### config.mk
export PLATFORM = sky130hd
export DESIGN_NAME = key_sw_ctrl
export DESIGN_NICKNAME = d
export VERILOG_FILES = /design/src/rtl/key_sw_ctrl_pkg.sv /design/src/rtl/key_sw_ctrl_input_debouncer.sv /design/src/rtl/key_sw_ctrl.sv
export SDC_FILE = /design/constraint.sdc
export NUM_CORES = 1
export LEC_CHECK = 0
export CORE_UTILIZATION = 38
export CTS_BUF_LIST = sky130_fd_sc_hd__clkbuf_8
export DETAILED_ROUTE_END_ITERATION = 8
export PLACE_DENSITY = 0.78
export SLEW_MARGIN = 20
export SYNTH_ARGS = -nofsm -noshare
export SYNTH_HDL_FRONTEND = slang
export SYNTH_SLANG_ARGS = --single-unit
### constraint.sdc
create_clock -name clk -period 6.8 [get_ports clk]
set_input_delay 1.02 -clock clk [delete_from_list [all_inputs] [get_ports clk]]
set_output_delay 1.02 -clock clk [all_outputs]
set_load 0.1 [all_outputs]
### src/rtl/key_sw_ctrl_pkg.sv
// rtl/key_sw_ctrl_pkg.sv - shared constants and status helper for key_sw_ctrl
//
// Purpose: default register addresses, CTRL offset, CTRL bit positions,
//          the per-device status record and its next-state function.
// Ports:   none (package).
package key_sw_ctrl_pkg;

  localparam logic [31:0] ADDRKEY_DEFAULT = 32'hFFFFF080;
  localparam logic [31:0] ADDRSW_DEFAULT  = 32'hFFFFF090;
  localparam int          CTRL_OFFSET     = 4;

  localparam int BIT_READY   = 0;
  localparam int BIT_OVERRUN = 2;
  localparam int BIT_IE      = 8;

  typedef struct packed {
    logic ie;
    logic overrun;
    logic ready;
  } dev_status_t;

  // Clear sources are applied first and set sources last, so a debounced
  // change always wins over a same-cycle clear of Ready or Overrun.
  // Overrun is judged against the Ready value held before this edge, and a
  // same-cycle data read counts as consuming the previous value.
  function automatic dev_status_t status_next(
    input dev_status_t cur,
    input logic        change,
    input logic        data_rd,
    input logic        ctrl_wr,
    input logic        wr_ready,
    input logic        wr_overrun,
    input logic        wr_ie
  );
    dev_status_t nxt;
    nxt = cur;
    if (ctrl_wr) begin
      if (!wr_ready)   nxt.ready   = 1'b0;
      if (!wr_overrun) nxt.overrun = 1'b0;
      nxt.ie = wr_ie;
    end
    if (data_rd) nxt.ready = 1'b0;
    if (change) begin
      if (cur.ready && !data_rd) nxt.overrun = 1'b1;
      nxt.ready = 1'b1;
    end
    return nxt;
  endfunction

endpackage

### src/rtl/key_sw_ctrl_input_debouncer.sv
// rtl/key_sw_ctrl_input_debouncer.sv - 2-flop synchronizer plus vector debouncer
//
// Purpose: synchronize a raw input vector and accept a new value only after
//          it has been stable for DEBOUNCE_CYCLES cycles.
// Ports:   clk, reset    - clock, asynchronous active-high reset
//          i_raw         - raw asynchronous input vector
//          o_data        - debounced value
//          o_change      - high for the one cycle ending at the edge where
//                          o_data takes a different value
module input_debouncer #(
  parameter int WIDTH           = 4,
  parameter int DEBOUNCE_CYCLES = 10000
) (
  input  logic             clk,
  input  logic             reset,
  input  logic [WIDTH-1:0] i_raw,
  output logic [WIDTH-1:0] o_data,
  output logic             o_change
);

  localparam int            CW      = $clog2(DEBOUNCE_CYCLES);
  localparam logic [CW-1:0] CNT_MAX = CW'(DEBOUNCE_CYCLES - 1);

  logic [WIDTH-1:0] r_sync1;
  logic [WIDTH-1:0] r_sync2;
  logic [WIDTH-1:0] r_cand;
  logic [WIDTH-1:0] r_out;
  logic [CW-1:0]    r_cnt;

  logic w_stable;
  logic w_done;
  logic w_change;

  // The candidate is loaded on the first differing sample (counter 0); each
  // further matching sample counts one stable cycle, and the output is
  // accepted on the sample after the counter has saturated.
  assign w_stable = (r_sync2 == r_cand);
  assign w_done   = (r_cnt == CNT_MAX);
  assign w_change = w_stable && w_done && (r_cand != r_out);

  always_ff @(posedge clk or posedge reset) begin
    if (reset) begin
      r_sync1 <= '0;
      r_sync2 <= '0;
      r_cand  <= '0;
      r_out   <= '0;
      r_cnt   <= '0;
    end else begin
      r_sync1 <= i_raw;
      r_sync2 <= r_sync1;
      if (!w_stable) begin
        r_cand <= r_sync2;
        r_cnt  <= '0;
      end else if (!w_done) begin
        r_cnt <= r_cnt + CW'(1);
      end
      if (w_change) r_out <= r_cand;
    end
  end

  assign o_data   = r_out;
  assign o_change = w_change;

endmodule

### src/rtl/key_sw_ctrl.sv
// rtl/key_sw_ctrl.sv - memory-mapped KEY/SW responder with status and irq
//
// Purpose: debounces KEY (active-low) and SW, exposes KDATA/KCTRL/SDATA/SCTRL
//          on the M-stage data bus, tracks Ready/Overrun/IE per device and
//          raises irq when an enabled device has unread data.
// Ports:   clk, reset       - clock, asynchronous active-high reset
//          KEY[3:0], SW[9:0]- raw board inputs
//          addr, wdata      - bus address and write data
//          we, re           - one-cycle store / load strobes
//          rdata, sel       - combinational read data and address hit
//          irq              - (KReady & KIE) | (SReady & SIE)
module key_sw_ctrl
  import key_sw_ctrl_pkg::*;
#(
  parameter int               DBITS           = 32,
  parameter logic [DBITS-1:0] ADDRKEY         = DBITS'(ADDRKEY_DEFAULT),
  parameter logic [DBITS-1:0] ADDRSW          = DBITS'(ADDRSW_DEFAULT),
  parameter int               DEBOUNCE_CYCLES = 10000
) (
  input  logic             clk,
  input  logic             reset,
  input  logic [3:0]       KEY,
  input  logic [9:0]       SW,
  input  logic [DBITS-1:0] addr,
  input  logic [DBITS-1:0] wdata,
  input  logic             we,
  input  logic             re,
  output logic [DBITS-1:0] rdata,
  output logic             sel,
  output logic             irq
);

  localparam logic [DBITS-1:0] KCTRL_ADDR = ADDRKEY + DBITS'(CTRL_OFFSET);
  localparam logic [DBITS-1:0] SCTRL_ADDR = ADDRSW + DBITS'(CTRL_OFFSET);

  logic [3:0]  w_keys;
  logic [9:0]  w_sws;
  logic        w_kchange;
  logic        w_schange;
  logic        w_kdata_hit;
  logic        w_kctrl_hit;
  logic        w_sdata_hit;
  logic        w_sctrl_hit;
  logic        w_unused_wdata;
  dev_status_t r_kstat;
  dev_status_t r_sstat;

  // Keys are inverted ahead of the synchronizer so a pressed key reads as 1.
  input_debouncer #(
    .WIDTH           (4),
    .DEBOUNCE_CYCLES (DEBOUNCE_CYCLES)
  ) u_key_db (
    .clk      (clk),
    .reset    (reset),
    .i_raw    (~KEY),
    .o_data   (w_keys),
    .o_change (w_kchange)
  );

  input_debouncer #(
    .WIDTH           (10),
    .DEBOUNCE_CYCLES (DEBOUNCE_CYCLES)
  ) u_sw_db (
    .clk      (clk),
    .reset    (reset),
    .i_raw    (SW),
    .o_data   (w_sws),
    .o_change (w_schange)
  );

  assign w_kdata_hit = (addr == ADDRKEY);
  assign w_kctrl_hit = (addr == KCTRL_ADDR);
  assign w_sdata_hit = (addr == ADDRSW);
  assign w_sctrl_hit = (addr == SCTRL_ADDR);

  // Only the Ready, Overrun and IE bit positions of a CTRL write matter.
  assign w_unused_wdata = ^{wdata[DBITS-1:BIT_IE+1],
                            wdata[BIT_IE-1:BIT_OVERRUN+1],
                            wdata[BIT_OVERRUN-1:BIT_READY+1]};

  always_ff @(posedge clk or posedge reset) begin
    if (reset) begin
      r_kstat <= '0;
      r_sstat <= '0;
    end else begin
      r_kstat <= status_next(r_kstat, w_kchange, re && w_kdata_hit,
                             we && w_kctrl_hit, wdata[BIT_READY],
                             wdata[BIT_OVERRUN], wdata[BIT_IE]);
      r_sstat <= status_next(r_sstat, w_schange, re && w_sdata_hit,
                             we && w_sctrl_hit, wdata[BIT_READY],
                             wdata[BIT_OVERRUN], wdata[BIT_IE]);
    end
  end

  always_comb begin
    rdata = '0;
    sel   = 1'b0;
    if (w_kdata_hit) begin
      sel         = 1'b1;
      rdata[3:0]  = w_keys;
    end else if (w_kctrl_hit) begin
      sel                = 1'b1;
      rdata[BIT_READY]   = r_kstat.ready;
      rdata[BIT_OVERRUN] = r_kstat.overrun;
      rdata[BIT_IE]      = r_kstat.ie;
    end else if (w_sdata_hit) begin
      sel         = 1'b1;
      rdata[9:0]  = w_sws;
    end else if (w_sctrl_hit) begin
      sel                = 1'b1;
      rdata[BIT_READY]   = r_sstat.ready;
      rdata[BIT_OVERRUN] = r_sstat.overrun;
      rdata[BIT_IE]      = r_sstat.ie;
    end
  end

  assign irq = (r_kstat.ready & r_kstat.ie) | (r_sstat.ready & r_sstat.ie);

endmodule

* Word level (Yosys, flattened, before mapping)
Cells that the tools add are included.
Word-level totals: word-level logic and storage cells 88, flip-flop bits (word level) 90, bits of input ports 82, output and inout port bits 34
Operators by class: muxes and demuxes 36, eq/ne operators 14, $add $sub $neg 2, bitwise logic cells 4, reduce and logical (&&, ||, !) cells 16
Operators by type and width (number):
- equality test 32 bit, second input constant | 4
- 2-to-1 mux 14 bit | 4
- adder 14 x 1 -> 14 bit, second input constant | 2
- equality test 14 bit, second input constant | 2
- 2-to-1 mux 1 bit | 24
- equality test 10 bit | 1
- logical AND 1 bit | 10
- 2-to-1 mux 5 bit | 2
- != test 10 bit | 1
- 2-to-1 mux 2 bit | 4
- 2-to-1 mux 6 bit | 1
- != test 3 x 1 -> 1 bit, second input constant | 2
- nonzero test 3 bit | 2
- equality test 4 bit | 1
- 2-to-1 mux 4 bit | 1
- != test 2 bit, second input constant | 2
- != test 4 bit | 1
- NOT 4 bit | 1
- AND reduction 2 bit | 2
- bitwise AND 1 bit | 2
- zero test 1 bit | 2
- OR 1 bit | 1

* Depth between registers and ports, before layout
depth in word-level cells 6, mapped depth 7

* Modules after synthesis
Synthesis repeated with hierarchy kept, for this count alone.
Unflattened totals: cell total of the unflattened synthesis 362, area total of the unflattened synthesis 4176.5 um2
By module, submodules not included:
- input_debouncer at u_sw_db | instances 1, sequential area each 1351.3 um2, cells each 159, area each 2108.3 um2
- input_debouncer at u_key_db | instances 1, sequential area each 750.7 um2, cells each 113, area each 1311.3 um2
- key_sw_ctrl | instances 1, sequential area each 150.1 um2, cells each 90, area each 757.0 um2

* Worst setup path after synthesis
Ideal clock, no wire load.
path kind input-to-output, start point in addr[9], end point out rdata[9], setup slack 0.868 ns, arrival 4.912 ns, cell stages on the path 5, buffers on the path 1, cells stage by stage nand4b_1 nor4_1 nand4_1 clkbuf_1 nor4b_1
On the way: cells in the longest elaborated chain, start to end 4, elaborated cells between the ends (all ways) 6
Ends and longest elaborated chain:
- from (decl) | RTL line key_sw_ctrl.sv:24 | input logic [DBITS-1:0] addr,
- equality test 32 bit | RTL line key_sw_ctrl.sv:73 | assign w_sdata_hit = (addr == ADDRSW);
- 2-to-1 mux 1 bit | RTL line key_sw_ctrl.sv:106 | end else if (w_sdata_hit) begin
- 2-to-1 mux 1 bit | RTL line key_sw_ctrl.sv:101 | end else if (w_kctrl_hit) begin
- 2-to-1 mux 6 bit * | RTL line key_sw_ctrl.sv:98 | if (w_kdata_hit) begin
- to (decl) | RTL line key_sw_ctrl.sv:28 | output logic [DBITS-1:0] rdata,
Mark *: on every way between the ends. The rest lies on a longest branch, timed or not.

* Final worst setup path
start point in addr[16], end point out rdata[5]
On the way: cells in the longest elaborated chain, start to end 4, elaborated cells between the ends (all ways) 6
Ends and longest elaborated chain (RTL line):
- equality test 32 bit | key_sw_ctrl.sv:73
- 2-to-1 mux 5 bit | key_sw_ctrl.sv:106
- 2-to-1 mux 5 bit | key_sw_ctrl.sv:101
- 2-to-1 mux 6 bit * | key_sw_ctrl.sv:98
Marked as above.

==> key figures <==
Logic synthesis
  • Post-synth EDFFs: 0
  • Sequential share of the synthesized area: a little under three fifths
  • Asr flop ratio synth: between 90% and 100%
  • Most common flop cell mapped by yosys: dfrtp_1
  • Synthesized instance count: between 300 and 400
  • Synth Warn #: 0
  • Seq cells post-synth: 90
  • Post-synth top cells: dfrtp_1 (90), nor2_1 (38), xor2_1 (27)
  • Post-Syn Area: ~0.0040 sq mm
  • Dominant cells by area after synthesis: dfrtp_1 (56%), xor2_1 (5.8%), xnor2_1 (5.0%)
  • Post-synthesis cell type count: between 40 and 50
  • Top-area cell type share of the netlist area: between 50% and 60%
  • Syn_area_per_cell: 11.48 sq um
  • Most frequent cell after synthesis: dfrtp_1
  • Synth area leader: dfrtp_1

STA
  • RSZ-0062 raised after global routing: no
  • Setup tns final: 0 ns
  • Max Freq: between 150 and 200 MHz
  • Crit share post-route: between 70% and 80%
  • Pins Over Slew Limit: 0
  • Final hold violation count: 0
  • Worst slew margin: between 20% and 30%
  • Min Hold Slack: 0.3541 ns
  • Final setup violation count: 0
  • Min Clock Period, post-route: about 5.1 ns
  • Max Clock Skew: between 0.008 and 0.009 ns
  • Tightest Pin Transition: approximately 1.1 ns

Routing
  • DRT iter0 DRCs: between 150 and 200
  • DRC: 0
  • Metal2 WL: between 3000 and 4000 um
  • WL/cell: ~13 um
  • Avg Vias per Cell: roughly 4.8
  • Highest metal layer with signal wires: met4
  • Final wirelength: between 6000 and 7000 um
  • Met3 WL: 423 um
  • Wl on met1: 3044 um
  • Antenna-violating nets left: 0
  • DRT Pass-1 Iters: 4
  • Vias: about 2600

GRT
  • First-pass GRT wire length: approximately 11000 um
  • GRT Util Overall: a little over an eighth
  • Largest net degree at the start of global routing: between 90 and 100
  • Vias in the first global route: 2520
  • Overflow after GRT: 0
  • Initial antenna violation count: 0

Floorplanning
  • Height of the die: between 100 and 150 um
  • Rows: 37
  • Chip Width: 105.1 um
  • Core area: a little over 0.01 sq mm
  • Initial Utilization: about two fifths
  • I/O pin cnt: between 100 and 150
  • Full die area: roughly 0.011 sq mm

Power and ir drop
  • Max VDD drop: 0.0001210 V
  • Cell Pwr Density: around 210 mW/mm^2
  • LEAKAGE: 2.093 nW
  • Total power after layout: 1.019 mW

Placed design
  • DP HPWL: between 5000 and 6000 um
  • Gpl congestion: between 0.8 and 0.9
  • Port Buf Inserts: 64

Setup path
  • CP Capture Type: output pin
  • Kind of critical path: in -> out
  • CP required: about 5.8 ns
  • Crit-path max FO: 14
  • CP startpoint kind: primary input
  • WP data arrival: between 4 and 5 ns

Clocking
  • Root Buffer: clkbuf_8
  • Post-CTS Hold Buffers: 0
  • Post-CTS Setup Inserts: 0
  • Maximum clock path buffer count: 2
  • Latest clock arrival within the worst-skew pair: around 0.36 ns
  • Reg clk slew, reported paths: roughly 0.09 ns
  • Post-cts resize count: 0
  • CTS Buf Count: 9
  • Sink Count: 90
  • H-Tree Depth: 3
  • CTS tree: built

Layout
  • Area Growth Syn to Fin: 20.83%
  • Final #Nets: 490
  • # diodes: 0
  • Fillers: between 900 and 1000
  • Multi-input logic area: between 0.0015 and 0.002 sq mm
  • Sequential standard cell area: 0.002252 sq mm
  • Fraction of layout cells with a size suffix above 1: about 10%

Hold path
  • Min-delay worst type: reg -> reg

Run
  • Max-cap violation count: 0

Outcome
  • Run status: complete, no violations
[metrics by stage]
step | util [%] | area, sq um | setup WS [ns] | cells
2_1_floorplan | - | 4121 | 0.8684 | 373
3_3_place_gp | 45.41 | 4688 | 1.711 | 531
6_report | 47.32 | 4885 | 1.716 | 547
4_1_cts | 47.28 | 4881 | 1.672 | 547
3_5_place_dp | 45.41 | 4688 | 1.686 | 531
5_1_grt | 47.32 | 4885 | 1.383 | 547
[cell families after synthesis]
kind of cell | share of synthesized area (%)
xor gates and xnor gates | 10.83
other | 0.09276
DFF | 55.71
adders and majority gates | 0.6189
AOI/OAI and AO/OA | 1.950
muxes | 7.583
and+or+nand+nor | 16.13
buffers and inverters | 7.087
[cells in the final DEF, fill, tap and decap left out, drive strengths merged, types with 2 or more instances in the layout]
| master | count |
|---|---|
| a21oi | 3 |
| and2 | 6 |
| and3 | 8 |
| and4 | 2 |
| clkbuf | 9 |
| clkdlybuf4s50 | 64 |
| clkinv | 4 |
| conb | 22 |
| dfrtp | 90 |
| ha | 2 |
| inv | 12 |
| mux2 | 17 |
| mux2i | 4 |
| mux4 | 2 |
| nand2 | 16 |
| nand2b | 3 |
| nand3 | 7 |
| nand4 | 15 |
| nor2 | 38 |
| nor3 | 13 |
| nor4 | 6 |
| nor4b | 3 |
| o31ai | 2 |
| o41ai | 2 |
| xnor2 | 23 |
| xor2 | 27 |
[state kept, by name, summed over array words and instances (netlist names)]
signal / count
u_key_db.r_sync2: 4
u_key_db.r_cnt: 14
u_sw_db.r_sync2: 10
r_sstat: 3
u_key_db.r_sync1: 4
u_key_db.o_data: 4
r_kstat: 3
u_sw_db.r_cand: 10
u_sw_db.r_sync1: 10
u_sw_db.r_cnt: 14
u_key_db.r_cand: 4
u_sw_db.o_data: 10
[layer usage]
| metal | track usage (%) | vias to the layer above |
|---|---|---|
| li1 | - | 1243 |
| met1 | 16.16 | 1266 |
| met2 | 21.85 | 88 |
| met3 | 2.745 | 12 |
| met4 | 6.942 | 0 |
| met5 | 0 | - |
[area by class of cell]
cell class	count	area share (%)
flip-flops and latches	90	46.11
multi-input cells	231	32.40
repair buffers	65	13.35
well taps	136	3.484
clock buffers	9	2.536
clock inverters	7	1.409
inverters	9	0.7172
[worst max-delay path, stage by stage]
cell             delay, ns
clkdlybuf4s50_1       0.46
nand4b_1              0.10
nor4_1                0.28
nand4_1               0.47
nor3_1                0.42
and2_1                0.19
clkdlybuf4s50_1       1.13
[path summary, 6_finish.rpt]
path	start	depth (start not counted)	to	slack, ns
worst max-delay path	addr[16]	7	rdata[5]	1.72
worst min-delay path	u_sw_db.r_sync1[3]$_DFF_PP0_	0	u_sw_db.r_sync2[3]$_DFF_PP0_	0.35
worst max register to register	u_sw_db.r_cand[5]$_DFFE_PP0N_	5	u_sw_db.o_data[8]$_DFFE_PP0P_	3.96
worst min register to register	u_sw_db.r_sync1[3]$_DFF_PP0_	0	u_sw_db.r_sync2[3]$_DFF_PP0_	0.35
max in group asynchronous	reset	3	u_key_db.r_cnt[2]$_DFFE_PP0P_	5.12
min in group asynchronous	reset	3	u_sw_db.r_cnt[8]$_DFFE_PP0P_	1.18
[power breakdown]
| group | internal (mW) | switching [mW] | total (mW) |
|---|---|---|---|
| clock | 0.143 | 0.204 | 0.348 |
| combinational | 0.0371 | 0.0775 | 0.115 |
| sequential | 0.548 | 0.00958 | 0.557 |
| total | 0.728 | 0.291 | 1.02 |
(Power assumes the default switching activity.)
